File: src/rtl/rx_symbol_framer_if.sv
`default_nettype none
// ============================================================================
// rx_symbol_framer_if : symbol input, tagged-word FIFO output and status bundle
// Rev 1.0
// ============================================================================
interface rx_symbol_framer_if #(
    parameter int CNT_W = 16
);
    logic [11:0]      io_rxSymbols;
    logic             io_rxValid;
    logic [11:0]      io_out_data;
    logic             io_out_sof;
    logic             io_out_eof;
    logic             io_out_err;
    logic             io_out_valid;
    logic             io_out_ready;
    logic             io_in_frame;
    logic [CNT_W-1:0] io_sym_errs;
    logic [CNT_W-1:0] io_frames;
    logic             io_overflow;

    modport master (
        output io_rxSymbols, io_rxValid, io_out_ready,
        input  io_out_data, io_out_sof, io_out_eof, io_out_err, io_out_valid,
        input  io_in_frame, io_sym_errs, io_frames, io_overflow
    );

    modport slave (
        input  io_rxSymbols, io_rxValid, io_out_ready,
        output io_out_data, io_out_sof, io_out_eof, io_out_err, io_out_valid,
        output io_in_frame, io_sym_errs, io_frames, io_overflow
    );
endinterface
`default_nettype wire

File: src/rtl/rx_symbol_framer.sv
`default_nettype none
// ============================================================================
// rx_symbol_framer : finds SSD/ESD delimiters in PAM5 symbol words, tags payload
//                    with sof/eof/err and buffers it in a valid/ready FIFO
// Rev 1.0
// ============================================================================
module rx_symbol_framer #(
    parameter int FIFO_DEPTH = 8,
    parameter int MAX_WORDS  = 1024,
    parameter int CNT_W      = 16
) (
    input  wire logic         clock,
    input  wire logic         reset,
    rx_symbol_framer_if.slave bus
);

    localparam int          c_AW      = $clog2(FIFO_DEPTH);
    localparam int          c_WC_W    = $clog2(MAX_WORDS + 1);
    localparam logic [11:0] c_SSD1    = 12'h492;
    localparam logic [11:0] c_SSD2    = 12'h4B6;
    localparam logic [11:0] c_ESD1    = 12'hDB6;
    localparam logic [11:0] c_ESD2    = 12'hD92;
    localparam logic [c_WC_W-1:0] c_MAX_CNT = c_WC_W'(MAX_WORDS);
    localparam logic [c_AW:0]     c_FULL    = (c_AW+1)'(FIFO_DEPTH);

    typedef enum logic [1:0] {
        S_HUNT     = 2'd0,
        S_SSD_WAIT = 2'd1,
        S_DATA     = 2'd2,
        S_ESD_WAIT = 2'd3
    } state_t;

    function automatic logic f_illegal(input logic [11:0] w);
        logic bad;
        bad = 1'b0;
        for (int i = 0; i < 4; i++) begin
            if (w[3*i +: 3] == 3'b011 || w[3*i +: 3] == 3'b100 || w[3*i +: 3] == 3'b101)
                bad = 1'b1;
        end
        return bad;
    endfunction

    state_t             r_state, w_state_nxt;
    logic               r_first;
    logic               r_pend_valid;
    logic [11:0]        r_pend_data;
    logic               r_pend_sof;
    logic [c_WC_W-1:0]  r_word_cnt;

    logic [14:0]        r_mem [FIFO_DEPTH];
    logic [c_AW-1:0]    r_wr_ptr, r_rd_ptr;
    logic [c_AW:0]      r_count;

    logic [CNT_W-1:0]   r_sym_errs, r_frames;
    logic               r_overflow;

    logic               w_illegal;
    logic               w_wr_en, w_wr_eof, w_wr_err;
    logic               w_load, w_first_set, w_clear_pend;
    logic               w_full, w_empty, w_rd, w_wr_ok;
    logic [11:0]        w_sym;
    logic [14:0]        w_head;

    assign w_sym     = bus.io_rxSymbols;
    assign w_illegal = bus.io_rxValid && f_illegal(w_sym);

    always_comb begin
        w_state_nxt  = r_state;
        w_wr_en      = 1'b0;
        w_wr_eof     = 1'b0;
        w_wr_err     = 1'b0;
        w_load       = 1'b0;
        w_first_set  = 1'b0;
        w_clear_pend = 1'b0;
        if (bus.io_rxValid) begin
            case (r_state)
                S_HUNT: begin
                    if (w_sym == c_SSD1) w_state_nxt = S_SSD_WAIT;
                end
                S_SSD_WAIT: begin
                    if (w_sym == c_SSD2) begin
                        w_state_nxt = S_DATA;
                        w_first_set = 1'b1;
                    end else if (w_sym != c_SSD1) begin
                        w_state_nxt = S_HUNT;
                    end
                end
                S_DATA: begin
                    if (w_sym == c_ESD1) begin
                        w_state_nxt = S_ESD_WAIT;
                    end else if (w_illegal || r_word_cnt == c_MAX_CNT) begin
                        // Abort: close out the held word as an errored end of frame
                        w_wr_en      = r_pend_valid;
                        w_wr_eof     = 1'b1;
                        w_wr_err     = 1'b1;
                        w_clear_pend = 1'b1;
                        w_state_nxt  = S_HUNT;
                    end else begin
                        w_wr_en = r_pend_valid;
                        w_load  = 1'b1;
                    end
                end
                S_ESD_WAIT: begin
                    w_wr_en      = r_pend_valid;
                    w_wr_eof     = 1'b1;
                    w_wr_err     = (w_sym != c_ESD2);
                    w_clear_pend = 1'b1;
                    w_state_nxt  = S_HUNT;
                end
                default: w_state_nxt = S_HUNT;
            endcase
        end
    end

    always_ff @(posedge clock or negedge reset) begin
        if (!reset) begin
            r_state      <= S_HUNT;
            r_first      <= 1'b0;
            r_pend_valid <= 1'b0;
            r_pend_data  <= '0;
            r_pend_sof   <= 1'b0;
            r_word_cnt   <= '0;
        end else begin
            r_state <= w_state_nxt;
            if (w_first_set) begin
                r_first      <= 1'b1;
                r_word_cnt   <= '0;
                r_pend_valid <= 1'b0;
            end
            if (w_load) begin
                r_pend_valid <= 1'b1;
                r_pend_data  <= w_sym;
                r_pend_sof   <= r_first;
                r_first      <= 1'b0;
                r_word_cnt   <= r_word_cnt + c_WC_W'(1);
            end
            if (w_clear_pend) r_pend_valid <= 1'b0;
        end
    end

    // A full FIFO still takes a write when the head is popped in the same cycle
    assign w_full  = (r_count == c_FULL);
    assign w_empty = (r_count == '0);
    assign w_rd    = !w_empty && bus.io_out_ready;
    assign w_wr_ok = w_wr_en && (!w_full || w_rd);

    always_ff @(posedge clock) begin
        if (w_wr_ok) r_mem[r_wr_ptr] <= {r_pend_data, r_pend_sof, w_wr_eof, w_wr_err};
    end

    always_ff @(posedge clock or negedge reset) begin
        if (!reset) begin
            r_wr_ptr   <= '0;
            r_rd_ptr   <= '0;
            r_count    <= '0;
            r_sym_errs <= '0;
            r_frames   <= '0;
            r_overflow <= 1'b0;
        end else begin
            if (w_wr_ok) r_wr_ptr <= r_wr_ptr + c_AW'(1);
            if (w_rd)    r_rd_ptr <= r_rd_ptr + c_AW'(1);
            case ({w_wr_ok, w_rd})
                2'b10:   r_count <= r_count + (c_AW+1)'(1);
                2'b01:   r_count <= r_count - (c_AW+1)'(1);
                default: r_count <= r_count;
            endcase
            if (w_illegal && r_sym_errs != '1)
                r_sym_errs <= r_sym_errs + CNT_W'(1);
            if (w_wr_ok && w_wr_eof && !w_wr_err && r_frames != '1)
                r_frames <= r_frames + CNT_W'(1);
            if (w_wr_en && w_full && !w_rd)
                r_overflow <= 1'b1;
        end
    end

    assign w_head           = w_empty ? 15'd0 : r_mem[r_rd_ptr];
    assign bus.io_out_data  = w_head[14:3];
    assign bus.io_out_sof   = w_head[2];
    assign bus.io_out_eof   = w_head[1];
    assign bus.io_out_err   = w_head[0];
    assign bus.io_out_valid = !w_empty;
    assign bus.io_in_frame  = (r_state == S_DATA) || (r_state == S_ESD_WAIT);
    assign bus.io_sym_errs  = r_sym_errs;
    assign bus.io_frames    = r_frames;
    assign bus.io_overflow  = r_overflow;

endmodule
`default_nettype wire
File: src/flat_wrapper.sv
// flat-port wrapper written by rule: the top's interface ports become plain ports
module rx_symbol_framer_flat 
#(
    parameter int FIFO_DEPTH = 8,
    parameter int MAX_WORDS  = 1024,
    parameter int CNT_W      = 16
)
  (clock, reset, bus_io_rxSymbols, bus_io_rxValid, bus_io_out_ready, bus_io_out_data, bus_io_out_sof, bus_io_out_eof, bus_io_out_err, bus_io_out_valid, bus_io_in_frame, bus_io_sym_errs, bus_io_frames, bus_io_overflow);
  rx_symbol_framer_if #(.CNT_W(CNT_W)) bus_i ();
  input  wire logic clock;
  input  wire logic reset;
  input wire logic [$bits(bus_i.io_rxSymbols)-1:0] bus_io_rxSymbols;
  input wire logic [$bits(bus_i.io_rxValid)-1:0] bus_io_rxValid;
  input wire logic [$bits(bus_i.io_out_ready)-1:0] bus_io_out_ready;
  output wire logic [$bits(bus_i.io_out_data)-1:0] bus_io_out_data;
  output wire logic [$bits(bus_i.io_out_sof)-1:0] bus_io_out_sof;
  output wire logic [$bits(bus_i.io_out_eof)-1:0] bus_io_out_eof;
  output wire logic [$bits(bus_i.io_out_err)-1:0] bus_io_out_err;
  output wire logic [$bits(bus_i.io_out_valid)-1:0] bus_io_out_valid;
  output wire logic [$bits(bus_i.io_in_frame)-1:0] bus_io_in_frame;
  output wire logic [$bits(bus_i.io_sym_errs)-1:0] bus_io_sym_errs;
  output wire logic [$bits(bus_i.io_frames)-1:0] bus_io_frames;
  output wire logic [$bits(bus_i.io_overflow)-1:0] bus_io_overflow;
  assign bus_i.io_rxSymbols = bus_io_rxSymbols;
  assign bus_i.io_rxValid = bus_io_rxValid;
  assign bus_i.io_out_ready = bus_io_out_ready;
  assign bus_io_out_data = bus_i.io_out_data;
  assign bus_io_out_sof = bus_i.io_out_sof;
  assign bus_io_out_eof = bus_i.io_out_eof;
  assign bus_io_out_err = bus_i.io_out_err;
  assign bus_io_out_valid = bus_i.io_out_valid;
  assign bus_io_in_frame = bus_i.io_in_frame;
  assign bus_io_sym_errs = bus_i.io_sym_errs;
  assign bus_io_frames = bus_i.io_frames;
  assign bus_io_overflow = bus_i.io_overflow;
  rx_symbol_framer #(.FIFO_DEPTH(FIFO_DEPTH), .MAX_WORDS(MAX_WORDS), .CNT_W(CNT_W)) u_core (.clock(clock), .reset(reset), .bus(bus_i));
endmodule
File: config.mk
export PLATFORM = sky130hd
export DESIGN_NAME = rx_symbol_framer_flat
export DESIGN_NICKNAME = d
export VERILOG_FILES = /design/src/rtl/rx_symbol_framer_if.sv /design/src/rtl/rx_symbol_framer.sv /design/src/flat_wrapper.sv
export SDC_FILE = /design/constraint.sdc
export NUM_CORES = 1
export LEC_CHECK = 0
export ABC_AREA = 1
export CORE_ASPECT_RATIO = 1.1
export CORE_MARGIN = 2
export CORE_UTILIZATION = 59
export CTS_CLUSTER_DIAMETER = 80
export CTS_CLUSTER_SIZE = 12
export DETAILED_ROUTE_END_ITERATION = 12
export PLACE_DENSITY = 0.85
export SYNTH_ARGS = -nofsm -noshare
export SYNTH_HDL_FRONTEND = slang
export SYNTH_SLANG_ARGS = --single-unit
File: constraint.sdc
create_clock -name clock -period 5.3 [get_ports clock]
set_clock_uncertainty 0.1 [all_clocks]
set_input_delay 0.53 -clock clock [delete_from_list [all_inputs] [get_ports clock]]
set_output_delay 0.53 -clock clock [all_outputs]
set_load 0.005 [all_outputs]
==> impl_results.md, run 1 <==
* Post-synthesis sequential area ratio at between 60% and 70%
* Multi-input gate area at 0.002840 mm2
* Die H at 130.9 um
* CTS Hold Buffers Added at 0
* First-pass GRT wire length at 30.33 mm
* Internal power at ~2800 uW
* Vias per inst at 5.681
* Syn avg cell area at 10.11 um2
* Async set or reset register ratio after synthesis at 37.17%
* Clk slew on worst S/H paths at ~70 ps
* Final Max Tran Viols at 0
* Switching power share of the total at 32.71%
* CP Max Fanout at 32
* P_sw at between 1000 and 1500 uW
* Synth Flop Type: edfxtp_1
* Top-count cell post-synth: nand2_1
* DIE WIDTH at 119.3 um
* Synth top cells by count: nand2_1, nor2_1, edfxtp_1
* Worst VDD drop at 229.7 uV
* Gr usage total at 25.49%
* Largest net degree at the start of global routing at 72
* Final setup violation count at 0
* Max_cap viols at 0
* Initial Util at between 60% and 70%
* Clock power share at between 20% and 30%
* Final Net Count at 938
* P_leak at between 0.004 and 0.005 uW
* Final non-filler cell total at around 1100
* Gate power share at a little under a third
* Post-synth top area cell: edfxtp_1
* Data required time of the worst path at 4670 ps
* Die area at 0.01562 mm2
* Fin crit share at 69.76%
* Post-CTS setup buffers at 0
* Clock sink count at ~190
* H-tree Lvls at 4
* Cell count after synthesis at 854
* Post-CTS Resized at 0
* Power per cell area at roughly 420 mW/mm2
* CTS buffer count at 17
* Post-synth EDFFs at 120
* Synthesis-stage register bit count at 191
* Worst setup EP type: output pin
* WL/cell at approximately 17 um
* Mapped cell area at 0.008633 mm2
* Share of the synthesized area in the top cell type at 41.74%
* Antenna violations before repair at 0
* Register area at 0.005381 mm2
* Synth cell types at 41
* Sequential share of power at slightly above 40%
* DR vias at about 6400
* Residual DRC at 0
* Fill cells at 1065
* Post-DRT Antenna Nets at 0
* Io pins at 66
* Syn nets at 879
* Worst-margin pin slew at roughly 1300 ps
* Arrival time at the worst endpoint at 3070 ps
* Clock latency on the worst-skew pair at approximately 430 ps
* Worst Reg-to-Reg Cells at 5
* Design area at 0.009963 mm2
* Final GP Congestion at 0.8799
* HPWL after DPL at 12.03 mm
* Max Clk Rate at roughly 270 MHz
* Share of layout cells above drive strength 1 at ~7.9%
* WL final at 18.84 mm
* Outcome: completed
* Slew HR at 15.89%
* Top post-synthesis cells by area: edfxtp_1, dfrtp_1, o21ai_0, nand2_1, nor2_1
* Startpoint Class: flop
* Hold Crit Class: in2async
* RSZ-0062 raised after global routing: no
* Tmin final at around 3700 ps
* Port Buffers at 65
* Placed cell area at 0.009429 mm2
* Clock root buffer: clkbuf_16
* Number of global-route vias before repair at 5966
* TritonCTS clock tree: yes
* CORE AREA at 0.01439 mm2
* TNS Setup at 0 ps
* Layout area overhead at 15.41%
* Number of inserted diodes at 0
* Drt pass-1 iters at 6
* Grt ovf at 0
* Total power draw at a little over 4000 uW
* # rows at 46
* Placed Cells at 1086
* Setup CP Type: reg2out
* Fin. Hold Viols at 0
* Iteration-0 DRC count of the detailed router at 663
* Maximum clock insertion buffer count at 2
* Yosys warning total at 0
flip-flops by register name (all words and copies together), names as in the netlist:
signal,flops
u_core.r_rd_ptr,3
u_core.r_word_cnt,11
u_core.r_state,2
u_core.bus.io_sym_errs,16
u_core.r_count,4
u_core.bus.io_overflow,1
u_core.r_wr_ptr,3
u_core.r_pend_data,12
u_core.r_mem,120
u_core.r_pend_sof,1
u_core.r_pend_valid,1
u_core.r_first,1
u_core.bus.io_frames,16
kinds of logic (layout without fill, tap and decap cells):
family                   Yosys count  in the layout  share of synthesized area (%)
buffers and inverters            102            174                          4.841
AO/OA/AOI/OAI                    152            152                          9.536
AND/OR/NAND/NOR                  365            365                          18.45
XOR/XNOR                          35             35                          3.551
flip-flops                       191            191                          62.32
adder cells (fa/ha/maj)            9              9                          1.304
final cells by class:
type                       instances  area share (%)
sequential                       191           54.01
multi-input combinational        561           28.51
timing repair buffer              73           7.083
clock buffer                      18           4.307
inverter                          69           2.625
tap                              192           2.411
clock inverter                    14           1.055
worst max-delay path, cell delays in order (launching register included):
cell and delay [ps]:
dfrtp_2 400, inv_1 580, buf_4 430, o21ai_0 130
o22ai_1 160, o21ai_0 120, a31oi_1 260, clkdlybuf4s50_1 550
per-layer routing:
metal | vias to the layer above | global-route usage (%) | wire (um)
met1 | 3031 | 33.99 | 7933
li1 | 3034 | - | -
met4 | 0 | 10.73 | 306
met5 | - | 0 | 0
met3 | 24 | 4.731 | 1330
met2 | 262 | 41.92 | 9268
path summary, 6_finish.rpt:
kind | startpoint | endpoint | slack, ps
worst min-delay path | reset | u_core.bus.io_frames[12]$_DFFE_PN0P_ | 200
min in group clock | u_core.r_count[3]$_DFFE_PN0P_ | u_core.r_count[3]$_DFFE_PN0P_ | 410
max in group asynchronous | reset | u_core.r_rd_ptr[0]$_DFFE_PN0P_ | 4250
worst max register to register | u_core.r_state[0]$_DFFE_PN0P_ | u_core.r_mem[0][1]$_DFFE_PP_ | 2530
worst min register to register | u_core.r_count[3]$_DFFE_PN0P_ | u_core.r_count[3]$_DFFE_PN0P_ | 410
worst max-delay path | u_core.r_rd_ptr[0]$_DFFE_PN0P_ | bus_io_out_data[7] | 1600
cell usage in the layout, fill, tap and decap left out, types with 9 or more instances in the layout:
| cell | n |
|---|---|
| edfxtp_1 | 120 |
| nand2_1 | 135 |
| a31oi_1 | 15 |
| nand3_1 | 44 |
| inv_1 | 58 |
| nor3_1 | 15 |
| o21ai_1 | 10 |
| clkdlybuf4s50_1 | 64 |
| ha_1 | 9 |
| nand4_1 | 14 |
| o21ai_0 | 105 |
| xnor2_1 | 11 |
| clkbuf_16 | 17 |
| o22ai_1 | 15 |
| inv_2 | 10 |
| dfrtp_1 | 70 |
| nor2_1 | 129 |
| xor2_1 | 24 |
stage by stage:
| stage | hold slack [ps] | setup WS, ps | utilization (%) |
|---|---|---|---|
| 6_report | 201.3 | 1603 | 69.24 |
| 5_1_grt | 291.2 | 1355 | 69.24 |
| 4_1_cts | 242.6 | 1590 | 69.24 |
| 3_5_place_dp | 380.1 | 1856 | 65.53 |
| 3_3_place_gp | 361.7 | 1942 | 65.53 |
| 2_1_floorplan | 134.4 | 2902 | - |
power groups by stage:
| stage | clock [uW] | sequential [uW] | combinational, uW |
|---|---|---|---|
| finish | 1170 | 1700 | 1280 |
| global route | 1250 | 1710 | 1420 |
| CTS | 1190 | 1700 | 1270 |
| detailed placement | 0 | 1730 | 1260 |
| global placement | 0 | 1720 | 1230 |
| floorplan | 0 | 1710 | 767 |
Note: power is estimated with default switching activity, not from simulation.
==> run 2, diff against run 1 <==
CORE_UTILIZATION = 58   (was 59)
PLACE_DENSITY = 0.84   (was 0.85)
clock period = 3.6 ns   (was 5.3 ns; I/O delays follow)
==> run 2 against run 1 <==
Clock power grew 55%. Worst hold slack gained 200 ps. Register-to-register slack lost 1400 ps. Combinational power rose by 48%. Cell count is 1.1% higher. Power up 50%. Sequential cell count stayed put. Non-clock buffer count up 12. Global-route usage down 1.4 points. Sequential power rose by 46%. Cell area up 1.3%. Largest power group unchanged.
==> impl_results.md, run 2 (same netlist as run 1, synthesis figures left out) <==
* Commonest non-fill, non-tap cells in the layout: nand2_1, nor2_1, edfxtp_1
* Worst VDD drop at 315.6 uV
* TritonCTS clock tree: yes
* Max_cap viols at 0
* Worst-margin pin slew at 925.1 ps
* Register with the most flip-flops: u_core.r_mem
* Fill cells at 1110
* Antenna violations before repair at 0
* Clock latency on the worst-skew pair at about 430 ps
* Largest net degree at the start of global routing at 72
* Initial Util at 59.52%
* Final setup violation count at 0
* Iteration-0 DRC count of the detailed router at 654
* Max Clk Rate at 316.8 MHz
* Arrival time at the worst endpoint at 2700 ps
* Drt pass-1 iters at 4
* Fin. Hold Viols at 0
* Post-CTS Resized at 0
* RSZ-0062 raised after global routing: no
* Worst Hold Margin at 399.8 ps
* DR vias at 6328
* Layout area overhead at 16.91%
* Number of inserted diodes at 0
* Setup CP Type: reg2out
* Clk slew on worst S/H paths at ~70 ps
* TNS Setup at 0 ps
* Clock root buffer: clkbuf_16
* Slowest stage cell, crit path: clkdlybuf4s50_1
* WL final at 18.44 mm
* HPWL after DPL at 12.11 mm
* H-tree Lvls at 4
* Final non-filler cell total at roughly 1100
* Hold Crit Class: reg2reg
* Gr usage total at 24.09%
* Clock sink count at 191
* Die H at 132.0 um
* Post-DRT Antenna Nets at 0
* Worst setup EP type: output pin
* Residual DRC at 0
* CP Max Fanout at 26
* Maximum clock insertion buffer count at 2
* Grt ovf at 0
* Total power draw at 6202 uW
* Crit-path cells: inv_1 > buf_4 > o21ai_0 > o22ai_1 > o21ai_1 > a31oi_1 > clkdlybuf4s50_1
* Final Net Count at 950
* DIE WIDTH at 120.3 um
* Outcome: completed
* Share of layout cells above drive strength 1 at under 10%
* Largest stage delay, worst path at 550 ps
* Vias per inst at 5.600
* Max reg flops at 120
* Placed Cells at 1097
* Slew HR at 38.32%
* Final GP Congestion at 0.9148
* # rows at 46
* Io pins at 66
* Fin crit share at 87.68%
* WL/cell at 16.32 um
* Startpoint Class: flop
* Die area at 0.01588 mm2
* Power per cell area at slightly above 600 mW/mm2
* Final Max Tran Viols at 0
* First-pass GRT wire length at 29.93 mm
* CTS buffer count at 17
* WP buf/inv at 3
* Port Buffers at 65
* Number of global-route vias before repair at ~6000
* Data required time of the worst path at 3140 ps
* Top delay family on crit path: buffers and inverters
* P_leak at 0.004215 uW
* Most common cell after layout, fill and taps aside: nand2_1
* CORE AREA at about 0.015 mm2
* Tmin final at 3156 ps
==> run 2: changes by cell type in the layout (fill, tap and decap cells not counted), sizes merged <==
cell	previous run	this run
dlygate4sd3	0	1
clkinv	5	3
clkbuf	18	17
buf	9	20
clkinvlp	2	5
==> run 2: timing repair <==
action | in CTS | in global routing
setup buffers | 0 | 0
setup endpoints to repair | 0 | 0
endpoints found under the hold margin | 52 | 0
hold buffers | 1 | 0
==> run 2: where the power goes <==
part / internal [uW] / switching, uW / total, uW
Sequential: 2400 / 95.5 / 2490
Combinational: 839 / 1060 / 1900
Clock: 921 / 887 / 1810
Total: 4160 / 2040 / 6200
==> run 2: per-stage QoR <==
stage	setup WS, ps	utilization [%]	cell area (um2)
finish	443.6	69.59	10090
floorplan	1307	-	8633
detailed placement	694.7	65.55	9508
CTS	431.8	69.59	10090
global route	283.8	69.59	10090
global placement	813.0	65.55	9508
==> run 2: final cells by class <==
type                       count  area (um2)  share of cell area [%]
sequential                   191        5380                   53.30
multi-input combinational    561        2835                   28.09
timing repair buffer          85       800.8                   7.934
clock buffer                  17       425.4                   4.215
inverter                      69       261.5                   2.591
tap                          192       240.2                   2.380
clock inverter                15       150.1                   1.488
==> run 2: path summary, 6_finish.rpt <==
path / from / to / slack [ps] / depth (start not counted)
worst max-delay path: u_core.r_rd_ptr[0]$_DFFE_PN0P_ / bus_io_out_data[4] / 440 / 7
worst min-delay path: u_core.r_count[3]$_DFFE_PN0P_ / u_core.r_count[3]$_DFFE_PN0P_ / 400 / 1
worst max register to register: u_core.r_word_cnt[0]$_DFFE_PN0P_ / u_core.bus.io_frames[7]$_DFFE_PN0P_ / 1170 / 11
worst min register to register: u_core.r_count[3]$_DFFE_PN0P_ / u_core.r_count[3]$_DFFE_PN0P_ / 400 / 1
max in group asynchronous: reset / u_core.r_pend_data[9]$_DFFE_PN0P_ / 2290 / 2
min in group asynchronous: reset / u_core.bus.io_frames[4]$_DFFE_PN0P_ / 510 / 2
==> run 2: metal layers <==
| layer | vias to the layer above | track usage, % | share of wire, % |
|---|---|---|---|
| met5 | - | 0 | 0 |
| met4 | 0 | 8.333 | 1.9 |
| met3 | 26 | 4.455 | 5.6 |
| met2 | 192 | 39.84 | 50 |
| met1 | 3060 | 32.28 | 42 |
| li1 | 3050 | - | - |
